### src/rtl/pipe_hazard_ctrl.sv
// pipe_hazard_ctrl
//   Hazard and stage-enable controller for a 5-stage in-order pipeline.
//   It tracks the EX/MEM/WB contents in shadow registers. From these it
//   produces the stage register enables, the bubble flushes, the PC redirect,
//   the EX operand forwarding selects and the regfile write qualifier.
//
// Ports
//   clk, rst                      clock (rising edge), async active-high reset
//   id_valid, id_rs1/rs2/rd       instruction currently held in IF/ID
//   id_use_rs1/2, id_reg_wr,
//   id_is_load, id_is_mem         ID decode flags
//   ex_branch_taken               branch/jump in EX redirects the PC
//   pc_en .. mem_wb_en            stage register write enables
//   if_id_flush, id_ex_flush      load a bubble into that stage register
//   pc_redirect                   PC loads the branch target this cycle
//   fwd_a_sel, fwd_b_sel          0 = regfile, 1 = EX/MEM ALU, 2 = MEM/WB
//   ex_valid, mem_valid, wb_valid stage-valid bits
//   wb_wr_en                      regfile write qualifier
//
// state       | meaning
// ST_RUN      | pipeline flows; branch / stall / forwarding decisions active
// ST_MEM_WAIT | data memory access in MEM is pending; whole pipeline frozen
module pipe_hazard_ctrl #(
  parameter int REG_ADDR_W  = 5,
  parameter int MEM_LATENCY = 0,
  parameter int FWD_EN      = 1
) (
  input  logic                  clk,
  input  logic                  rst,
  input  logic                  id_valid,
  input  logic [REG_ADDR_W-1:0] id_rs1,
  input  logic [REG_ADDR_W-1:0] id_rs2,
  input  logic [REG_ADDR_W-1:0] id_rd,
  input  logic                  id_use_rs1,
  input  logic                  id_use_rs2,
  input  logic                  id_reg_wr,
  input  logic                  id_is_load,
  input  logic                  id_is_mem,
  input  logic                  ex_branch_taken,
  output logic                  pc_en,
  output logic                  if_id_en,
  output logic                  id_ex_en,
  output logic                  ex_mem_en,
  output logic                  mem_wb_en,
  output logic                  if_id_flush,
  output logic                  id_ex_flush,
  output logic                  pc_redirect,
  output logic [1:0]            fwd_a_sel,
  output logic [1:0]            fwd_b_sel,
  output logic                  ex_valid,
  output logic                  mem_valid,
  output logic                  wb_valid,
  output logic                  wb_wr_en
);

  typedef enum logic {ST_RUN, ST_MEM_WAIT} state_t;

  typedef struct packed {
    logic                  valid;
    logic [REG_ADDR_W-1:0] rs1;
    logic [REG_ADDR_W-1:0] rs2;
    logic                  use_rs1;
    logic                  use_rs2;
    logic [REG_ADDR_W-1:0] rd;
    logic                  reg_wr;
    logic                  is_load;
    logic                  is_mem;
  } stage_t;

  localparam logic [3:0] LAT_LOAD = 4'(MEM_LATENCY);

  state_t     state_q, state_d;
  logic [3:0] cnt_q, cnt_d;
  stage_t     ex_q, ex_d, mem_q, mem_d, wb_q, wb_d;
  stage_t     id_s;

  logic haz_ex, haz_mem, haz_wb, stall;

  // ID source s matches the destination of a valid writing stage; x0 never matches.
  function automatic logic src_hit(input stage_t s,
                                   input logic use_r,
                                   input logic [REG_ADDR_W-1:0] rs);
    return use_r && (rs != '0) && s.valid && s.reg_wr && (s.rd == rs);
  endfunction

  function automatic logic stage_hazard(input stage_t s);
    return id_valid && (src_hit(s, id_use_rs1, id_rs1) || src_hit(s, id_use_rs2, id_rs2));
  endfunction

  // MEM outranks WB because it holds the younger result.
  function automatic logic [1:0] fwd_sel(input logic [REG_ADDR_W-1:0] rs,
                                         input stage_t m,
                                         input stage_t w);
    if (rs == '0)                              return 2'd0;
    else if (m.valid && m.reg_wr && m.rd == rs) return 2'd1;
    else if (w.valid && w.reg_wr && w.rd == rs) return 2'd2;
    else                                       return 2'd0;
  endfunction

  always_comb begin
    id_s         = '0;
    id_s.valid   = id_valid;
    id_s.rs1     = id_rs1;
    id_s.rs2     = id_rs2;
    id_s.use_rs1 = id_use_rs1;
    id_s.use_rs2 = id_use_rs2;
    id_s.rd      = id_rd;
    id_s.reg_wr  = id_reg_wr;
    id_s.is_load = id_is_load;
    id_s.is_mem  = id_is_mem;
  end

  assign haz_ex  = stage_hazard(ex_q);
  assign haz_mem = stage_hazard(mem_q);
  assign haz_wb  = stage_hazard(wb_q);
  assign stall   = (FWD_EN != 0) ? (haz_ex && ex_q.is_load)
                                 : (haz_ex || haz_mem || haz_wb);

  always_comb begin
    state_d     = state_q;
    cnt_d       = cnt_q;
    pc_en       = 1'b1;
    if_id_en    = 1'b1;
    id_ex_en    = 1'b1;
    ex_mem_en   = 1'b1;
    mem_wb_en   = 1'b1;
    if_id_flush = 1'b0;
    id_ex_flush = 1'b0;
    pc_redirect = 1'b0;

    case (state_q)
      ST_RUN: begin
        if (ex_q.valid && ex_branch_taken) begin
          pc_redirect = 1'b1;
          if_id_flush = 1'b1;
          id_ex_flush = 1'b1;
        end else if (stall) begin
          pc_en       = 1'b0;
          if_id_en    = 1'b0;
          id_ex_flush = 1'b1;
        end
      end
      ST_MEM_WAIT: begin
        pc_en     = 1'b0;
        if_id_en  = 1'b0;
        id_ex_en  = 1'b0;
        ex_mem_en = 1'b0;
        mem_wb_en = 1'b0;
        cnt_d     = cnt_q - 4'd1;
        if (cnt_q <= 4'd1) begin
          state_d = ST_RUN;
        end
      end
      default: state_d = ST_RUN;
    endcase

    ex_d = ex_q;
    if (id_ex_en) begin
      ex_d = id_ex_flush ? '0 : id_s;
    end
    mem_d = ex_mem_en ? ex_q : mem_q;
    wb_d  = mem_wb_en ? mem_q : wb_q;

    // The wait starts on the edge that moves the access into MEM, so the
    // instruction is frozen there for the full latency and is not re-armed
    // once the pipeline resumes.
    if ((state_q == ST_RUN) && (MEM_LATENCY > 0) && mem_d.valid && mem_d.is_mem) begin
      state_d = ST_MEM_WAIT;
      cnt_d   = LAT_LOAD;
    end
  end

  always_ff @(posedge clk or posedge rst) begin
    if (rst) begin
      state_q <= ST_RUN;
      cnt_q   <= 4'd0;
      ex_q    <= '0;
      mem_q   <= '0;
      wb_q    <= '0;
    end else begin
      state_q <= state_d;
      cnt_q   <= cnt_d;
      ex_q    <= ex_d;
      mem_q   <= mem_d;
      wb_q    <= wb_d;
    end
  end

  assign fwd_a_sel = (FWD_EN != 0) ? fwd_sel(ex_q.rs1, mem_q, wb_q) : 2'd0;
  assign fwd_b_sel = (FWD_EN != 0) ? fwd_sel(ex_q.rs2, mem_q, wb_q) : 2'd0;

  assign ex_valid  = ex_q.valid;
  assign mem_valid = mem_q.valid;
  assign wb_valid  = wb_q.valid;
  assign wb_wr_en  = wb_q.valid && wb_q.reg_wr && (wb_q.rd != '0);

endmodule

### config.mk
export PLATFORM = sky130hd
export DESIGN_NAME = pipe_hazard_ctrl
export DESIGN_NICKNAME = d
export VERILOG_FILES = /design/src/rtl/pipe_hazard_ctrl.sv
export SDC_FILE = /design/constraint.sdc
export NUM_CORES = 1
export LEC_CHECK = 0
export CAP_MARGIN = 20
export CORE_ASPECT_RATIO = 0.7
export CORE_MARGIN = 4
export CORE_UTILIZATION = 62
export CTS_CLUSTER_SIZE = 25
export DETAILED_ROUTE_END_ITERATION = 12
export DONT_BUFFER_PORTS = 1
export PLACE_DENSITY_LB_ADDON = 0.05
export SLEW_MARGIN = 20
export SYNTH_ARGS = -nofsm -noshare
export SYNTH_HDL_FRONTEND = slang
export SYNTH_SLANG_ARGS = --single-unit
export TNS_END_PERCENT = 20
### constraint.sdc
create_clock -name clk -period 1.94 [get_ports clk]
set_clock_uncertainty 0.2 [all_clocks]
set_input_delay 0.097 -clock clk [delete_from_list [all_inputs] [get_ports clk]]
set_output_delay 0.097 -clock clk [all_outputs]
set_load 0.02 [all_outputs]
==> flow_summary.yaml <==
floorplanning:
  num_io_pins: 40
  core.rowCount: 16
  placeableCoreArea_um2: 2943
  die_height_um: 55.53
  initial_core_util_pct: 67.98
  die_width_um: 75.90
  die_area_um2: 4214
logic_synthesis:
  yosysTopAreaCell: "dfrtp_1"
  synthesis.yosys.warnings: 0
  avgSynthCellArea_um2: 10.47
  synthArstFlopShare_pct: 100.0
  top_cell_types_by_occurrence_after_synthesis: "dfrtp_1, a22o_1, and3_1"
  synth_enable_flop_cells: 0
  ys_ff_latch: 37
  synth.most_common_cell: "dfrtp_1"
  ys.flop_type: "dfrtp_1"
  postSynthNetCount: 217
  seq_area_frac_synth_pct: 46.28
  mappedNetlistArea_um2: 2001
  ys_top_cells_by_area: "dfrtp_1, a22o_1, mux2_2, xnor2_1, xor2_1"
  netlist.area_leader.share_pct: 46.28
  post_synth_inst_count: 191
  yosysUniqueCellTypes: 33
global_route:
  antenna_found_initial: 0
  via_count_of_the_first_global_routing_pass: 1676
  wire_length_of_the_first_global_routing_pass_um: 8687
  grt_start_max_net_pins: 38
  grt_remaining_overflow: 0
  groute.usage.overall_pct: 27.92
detailed_routing:
  detailedRoute.firstPassIterationCount: 5
  vias_per_cell: 6.909
  route.detailed.drc: 0
  dr_total_vias: 1824
  avgRoutedWirePerCell_um: 24.85
  detailedRoute.firstIterationViolations: 207
  postRouteAntennaNets: 0
  detail_route.wirelength_um: 6560
timing:
  finalMaxSlewViolations: 0
  timing_worst_slew_pin_value_ns: 0.5469
  final_hold_viol_count: 0
  period_share_pct: 110.4
  finalCriticalPeriod_ns: 2.141
  max_freq_ghz: 0.4670
  unrepaired_setup_endpoints_after_global_routing: "true"
  worst_slew_margin_rel_pct: 63.50
  timing.final.ws_setup_ns: -0.2011
  finish_stage_setup_viols: 26
clocking:
  clkLatencyLatePin_ns: 0.29
  numClockSinks: 37
  htree_levels: 2
  cts-root-buf: "clkbuf_8"
  ctsLongestPathBuffers: 2
  cts_made_buffers: 5
  clk_pin_slew_worst_paths_ns: 0.07
  clock_tree_from_tritoncts: "done"
worst_setup_path:
  cp-start-kind: "flip-flop"
  setup.worst_path.end_class: "output pin"
  worstPathMaxFanout: 4
  critPathRequiredTime_ns: 1.64
  arrival_ns: 1.84
  critical_path_class: "reg -> out"
outcome:
  run_status: "finished with violations"
  violations: "setup timing"
power_and_ir_drop:
  cellLeakagePower_nw: 1.189
  clockPowerShare_pct: 31.5
  total_switching_power_mw: 0.4920
  seq_power_share_pct: 51.0
  power-per-cell-area_nw_per_um2: 672.7
  internal_power_mw: 1.260
  sw_frac_of_total_pct: 28.08
  combinationalPowerShare_pct: 17.5
  vdd_ir_drop_max_mv: 0.4626
layout:
  area_growth_syn_to_layout_pct: 30.21
  antenna-diode-count: 0
  final_util_pct: 88.52
  fin_cells: 264
  fin_nets: 254
  drive_above_1_share_pct: 32.02
  layout.filler_cells: 122
min_path:
  worstHoldPathType: "in -> reg"
placement:
  place_congestion: 0.9684
  numPlacedInstances: 225
  dpl.hpwl_um: 3332
  total_of_buffers_placed_on_input_and_output_ports: 0
run:
  maxCapViolCount: 0
worst max-delay path, stage by stage, from the launching register on:
cell and delay [ns]:
dfrtp_2 0.47, buf_4 0.17, nor4_4 0.23, o21ai_2 0.10, a32oi_2 0.25, buf_6 0.15
a21oi_4 0.05, buf_6 0.14
cell families (layout without fill, tap and decap cells):
family / after synthesis / after routing / synth area share [%]
AND/OR/NAND/NOR: 55 / 55 / 15.01
adder cells (fa/ha/maj): 2 / 2 / 1.251
XOR/XNOR: 26 / 26 / 11.38
AO/OA/AOI/OAI: 35 / 35 / 13.45
buffers and inverters: 24 / 61 / 5.879
multiplexers: 12 / 12 / 6.754
flip-flops: 37 / 37 / 46.28
layout make-up:
class                      count  area [um^2]  area share, %
clock buffer                   7        86.33          3.314
inverter                      10        37.54          1.441
multi-input combinational    130         1086          41.69
sequential                    37        934.6          35.88
tap                           36        45.04          1.729
timing repair buffer          44        415.4          15.95
cell usage in the layout (no fill, tap or decap), drive strengths merged:
| cell type | Yosys | layout |
|---|---|---|
| o31a | 1 | 1 |
| inv | 10 | 10 |
| a21o | 1 | 1 |
| and2 | 1 | 1 |
| and3b | 1 | 1 |
| ha | 2 | 2 |
| clkbuf | 7 | 8 |
| nand2 | 9 | 9 |
| a32oi | 1 | 1 |
| o21ai | 5 | 5 |
| nand2b | 2 | 2 |
| o21a | 1 | 1 |
| mux2 | 12 | 12 |
| a221oi | 1 | 1 |
| a22o | 17 | 17 |
| a41o | 1 | 1 |
| nor2 | 9 | 9 |
| and3 | 15 | 15 |
| dlygate4sd3 | 0 | 19 |
| or4 | 2 | 2 |
| a211oi | 1 | 1 |
| o22ai | 2 | 2 |
| dfrtp | 37 | 37 |
| a21oi | 3 | 3 |
| o2111ai | 1 | 1 |
| xnor2 | 14 | 14 |
| xor2 | 12 | 12 |
| nor3 | 5 | 5 |
| nor4 | 7 | 7 |
| nand4 | 4 | 4 |
| buf | 7 | 24 |
path summary, 6_finish.rpt:
| check | from | end | slack [ns] | cells past startpoint |
|---|---|---|---|---|
| setup / recovery | ex_q[5] | id_ex_flush | -0.20 | 7 |
| max in group asynchronous | rst | ex_q[12] | 1.02 | 3 |
| min in group asynchronous | rst | cnt_q[3] | 0.16 | 3 |
| hold reg to reg | cnt_q[3] | cnt_q[3] | 0.28 | 1 |
| hold / removal | ex_branch_taken | ex_valid | 0.12 | 2 |
| setup reg to reg | ex_q[5] | ex_q[3] | -0.20 | 8 |
power groups by stage:
stage | sequential [mW] | clock (mW) | combinational (mW)
finish | 0.893 | 0.552 | 0.307
global route | 0.897 | 0.595 | 0.328
CTS | 0.884 | 0.542 | 0.258
detailed placement | 0.897 | 0 | 0.201
global placement | 0.893 | 0 | 0.189
floorplan | 0.882 | 0 | 0.155
routing by layer:
metal / GRT usage (%) / vias up / part of all wire, %
li1: - / 750 / -
met1: 38.07 / 881 / 38
met2: 40.49 / 160 / 45
met3: 11.23 / 33 / 13
met4: 8.479 / 0 / 4.5
met5: 0 / - / 0
flip-flops by register name (all words and copies together) (netlist names):
signal / cells
ex_q: 17
cnt_q: 4
mem_q: 6
wb_q: 6
state_q: 1
mem_valid: 1
wb_valid: 1
ex_valid: 1
timing repair:
item,CTS,global route
endpoints found under the setup margin,6,29
hold buffers,19,0
gates cloned,0,1
setup buffers,8,4
endpoints found under the hold margin,55,0
resized for setup,19,20
pin swaps,7,9
through the flow:
stage	worst slack (ns)	instance area (um^2)	hold slack [ns]	setup TNS (ns)	power, mW
finish	-0.2011	2605	0.1228	-3.543	1.752
global route	-0.2475	2605	0.1512	-5.037	1.820
CTS	-0.09322	2450	0.07298	-0.2630	1.684
detailed placement	0.02840	2057	-0.07125	0	1.098
global placement	0.07936	2057	-0.08800	0	1.082
floorplan	0.06634	2002	0.06602	0	1.037
(Power assumes the default switching activity.)
